`config.mk`:
```
export PLATFORM = sky130hd
export DESIGN_NAME = seqchk_param
export DESIGN_NICKNAME = d
export VERILOG_FILES = /design/src/rtl/seqchk_param.sv
export SDC_FILE = /design/constraint.sdc
export NUM_CORES = 1
export LEC_CHECK = 0
export ABC_CLOCK_PERIOD_IN_PS = 2100
export CAP_MARGIN = 20
export CORE_ASPECT_RATIO = 1.25
export CORE_MARGIN = 10
export CORE_UTILIZATION = 45
export DETAILED_ROUTE_END_ITERATION = 8
export PLACE_DENSITY_LB_ADDON = 0.12
export SKIP_CTS_REPAIR_TIMING = 1
export SLEW_MARGIN = 20
export SYNTH_ARGS = -nofsm -noshare
export SYNTH_HDL_FRONTEND = slang
export SYNTH_SLANG_ARGS = --single-unit
```
`constraint.sdc`:
```
create_clock -name sys_clk -period 2.1 [get_ports sys_clk]
set_input_delay 0.21 -clock sys_clk [delete_from_list [all_inputs] [get_ports sys_clk]]
set_output_delay 0.21 -clock sys_clk [all_outputs]
set_load 0.02 [all_outputs]
```
`src/rtl/seqchk_param.sv`:
```
// Parametrised serial pattern detector with loadable pattern,
// overlap control, saturating hit counter and sticky active-low LED.
module seqchk_param #(
    parameter int                 PAT_LEN = 7,
    parameter logic [PAT_LEN-1:0] PAT_RST = PAT_LEN'(7'b1110010),
    parameter int                 CNT_W   = 8
) (
    input  logic               sys_clk,
    input  logic               sys_rst,
    input  logic               seq_vld,
    input  logic               seq_bit,
    input  logic               ovl_mode,
    input  logic               pat_load,
    input  logic [PAT_LEN-1:0] pat_in,
    input  logic               clr,
    output logic               hit,
    output logic               led,
    output logic [CNT_W-1:0]   hit_cnt
);

    localparam int FILL_W = $clog2(PAT_LEN + 1);
    localparam logic [FILL_W-1:0] FILL_MAX = FILL_W'(PAT_LEN);
    localparam logic [FILL_W-1:0] FILL_THR = FILL_W'(PAT_LEN - 1);
    localparam logic [CNT_W-1:0]  CNT_MAX  = '1;

    logic [PAT_LEN-1:0] pattern;
    logic [PAT_LEN-1:0] shreg;
    logic [PAT_LEN-1:0] shreg_nxt;
    logic [FILL_W-1:0]  fill;
    logic               shift_en;
    logic               match;

    // A load cycle swallows any bit presented alongside it.
    always_comb begin
        shift_en  = seq_vld & ~pat_load;
        shreg_nxt = {shreg[PAT_LEN-2:0], seq_bit};
        match     = shift_en && (fill >= FILL_THR) && (shreg_nxt == pattern);
    end

    always_ff @(posedge sys_clk or posedge sys_rst) begin
        if (sys_rst) begin
            pattern <= PAT_RST;
            shreg   <= '0;
            fill    <= '0;
        end else if (pat_load) begin
            pattern <= pat_in;
            fill    <= '0;
        end else if (shift_en) begin
            shreg <= shreg_nxt;
            if (match && !ovl_mode) begin
                fill <= '0;
            end else if (fill != FILL_MAX) begin
                fill <= fill + FILL_W'(1);
            end
        end
    end

    // clr wins over a coincident hit; the pulse itself still goes out.
    always_ff @(posedge sys_clk or posedge sys_rst) begin
        if (sys_rst) begin
            hit     <= 1'b0;
            led     <= 1'b1;
            hit_cnt <= '0;
        end else begin
            hit <= match;
            if (clr) begin
                hit_cnt <= '0;
                led     <= 1'b1;
            end else if (match) begin
                led <= 1'b0;
                if (hit_cnt != CNT_MAX) begin
                    hit_cnt <= hit_cnt + CNT_W'(1);
                end
            end
        end
    end

endmodule

```
==> results.toml, run 1 <==
[critical_path]
cp-end-kind = "register"
crit_chain = "xor2_1 -> nor4_2 -> nand3_4 -> or4_1 -> a21oi_1"
cp_top_family = "simple AND/OR/NAND/NOR gates"
worstSetupPathType = "reg2reg"
max_stage_delay_ps = 560
crit_path_max_fanout = 8
worstPathRequired_ps = 2350
crit_path_top_delay_cell = "dfstp_2"
startpoint = "pattern[4]"
rr_startpoint = "pattern[4]"
r2r_end = "hit_cnt[5]"
ff2ff_path_depth = 5
path_depth = 5
worstPathArrival_ps = 2140
critPathCapture = "hit_cnt[5]"
crit_path_start_kind = "register"
rrSetupSlack_ps = 210
path_buf_inv = 0

[timing]
slew_violations = 0
slew_headroom_pct = 70.2
rsz0062_at_grt = "no"
final-hold-violation-count = 0
hold_slack_ps = 227
layout_min_cycle_time_ps = 1890
max_freq_ghz = 0.530
timing.final.ws_setup_ps = 212
worstMarginPinSlew_ps = 444
fin_crit_sh_pct = 89.9
setup_viol = 0
worst_clock_skew_ps = 4.47
tns_ps = 0

[floorplan]
io_pins = 24
dieArea_mm2 = 0.00541
initial_core_util_pct = 47.5
rows = 21
die_h_um = 79.8
die_x_um = 67.8
core_area_mm2 = 0.00271

[grt]
grt.met2_usage_pct = 20.0
met1_usage_pct = 9.48
grt_pass1_wl_um = 4310
grt_usage_pct = 9.98
top_usage_layer = "met2"
gr-usage-met3_pct = 2.53
antenna_found_initial = 0
grt_max_degree = 27
grt_pass1_vias = 1033
grt-ovfl-total = 0

[cells_and_area]
final_nets = 166
diodes = 0
fillers = 237
fin_cells = 182
drive_gt1_share_pct = 16.9
multi_input_area_um2 = 614
register_area_um2 = 657
area_growth_pct = 25.8

[synthesis]
synth-main-ff-cell = "dfrtp_1"
synth-seq-area-share_pct = 51.1
ys_top_cells_by_area = "dfrtp_1 41%, dfstp_2 10%, nand2_1 6.7%"
synth_top_area_share_pct = 40.9
mappedNetlistNets = 136
synth-seq-cells = 26
synth_edf_count = 0
synthCells = 119
avgSynthCellArea_um2 = 10.8
netlist_area_mm2 = 0.00129
synthArstFlopShare_pct = 100
synth_common_cells = "23 x nand2_1, 21 x dfrtp_1, 9 x xor2_1"
synthesis.yosys.warnings = 0
synth.most_common_cell = "nand2_1"
synth_top_area_cell = "dfrtp_1"
yosysUniqueCellTypes = 35

[route]
drt-total-wl_um = 2610
vias_per_cell = 5.32
drc = 0
drt.antenna.violating_nets = 0
drt_iter0_markers = 40
vias = 969
first_pass_iters = 4
drt-wirelength-per-cell_um = 14.3

[cts]
root_buffer = "clkbuf_4"
cts.clk_slew.worst_paths_ps = 140
h-tree-depth = 1
numClockSinks = 26
clockBufferDepth = 2
insertion_delay_ps = 320
tritoncts = "yes"
cts-buffers-inserted = 3

[job]
drv_cap = 0

[power]
p_int_uw = 721
p_clk_share_pct = 25.5
p_switching_uw = 252
p_leak_uw = 0.000712
power_density_mw_per_mm2 = 601
combPwrFrac_pct = 15.5
ir_drop_mv = 0.446
swShare_pct = 25.9
pwr-share-seq_pct = 59.0

[status]
status = "finished, final reports clean"

[place]
portBuffers = 23
dp_slack_ps = 24.4
dp_hpwl_um = 2090
gp_congestion = 0.734
dp.cells = 178

[min_path]
hp-class = "in2async"
==> through the flow <==
stage | total power (uW) | instance area [um2] | utilization (%)
after detailed placement | 738 | 1580 | 58.4
after global routing | 1020 | 1620 | 59.8
after global placement | 730 | 1580 | 58.4
after floorplan | 678 | 1290 | -
final | 973 | 1620 | 59.8
after CTS | 989 | 1620 | 59.8
==> cells in the final DEF, fill, tap and decap left out, types with 2 or more instances in the layout <==
cell / count
nand2b_1: 2
nor4_1: 4
mux2_2: 7
ha_1: 3
dfrtp_1: 21
nor3_1: 2
buf_4: 4
clkdlybuf4s50_1: 23
o21ai_0: 2
inv_1: 2
dfstp_2: 5
or3_1: 2
nor2_1: 4
and3_1: 3
a21oi_1: 6
nor2b_1: 2
nand4_1: 2
xor2_1: 9
clkbuf_4: 3
nand2_1: 23
and2_1: 2
==> registers in the layout, indices dropped and copies added (netlist names) <==
name / cells
fill: 3
hit: 1
hit_cnt: 8
led: 1
pattern: 7
shreg: 6
==> layout make-up <==
type | count | share of cell area, %
flip-flops and latches | 26 | 40.6
multi-input cells | 89 | 38.0
repair buffers | 27 | 16.1
well taps | 34 | 2.63
clock buffers | 4 | 2.24
inverters | 2 | 0.464
==> cell families (layout without fill, tap and decap cells) <==
logic type                 count (synthesis)  in the layout  share of synthesized area (%)
AOI/OAI and AO/OA                         15             15                           7.59
xor gates and xnor gates                   9              9                           6.13
adders and majority gates                  3              3                           2.92
buffers and inverters                      4             33                           1.17
DFF                                       26             26                           51.1
muxes                                      8              8                           6.91
and+or+nand+nor                           54             54                           24.2
==> per-layer routing <==
metal	up-vias	routed length [um]
met3	4	129
met4	0	29
met2	15	1460
met5	-	0
met1	474	990
li1	476	-
==> worst min-delay path: stages <==
cell	delay, ps
clkdlybuf4s50_1	400
inv_1	50
buf_4	300
==> power groups by stage <==
| stage | clock, uW | sequential (uW) | combinational, uW |
|---|---|---|---|
| 6_report | 248 | 574 | 151 |
| 5_1_grt | 275 | 580 | 168 |
| 4_1_cts | 260 | 575 | 154 |
| 3_5_place_dp | 0 | 585 | 153 |
| 3_3_place_gp | 0 | 582 | 147 |
| 2_1_floorplan | 0 | 577 | 102 |
==> worst min-delay path by stage <==
stage               startpoint          to  slack [ps]
floorplan              sys_rst     fill[0]         250
global placement      shreg[5]    shreg[5]         480
detailed placement    shreg[5]    shreg[5]         490
CTS                    sys_rst  hit_cnt[3]         240
global route           sys_rst  hit_cnt[4]         250
finish                 sys_rst  hit_cnt[4]         230
(Power assumes the default switching activity.)
==> run 2: changes to the inputs <==
CAP_MARGIN = 25   (was 20)
==> results of run 2 <==
Same layout as run 1: the final DEF is identical, and so are final timing and power.
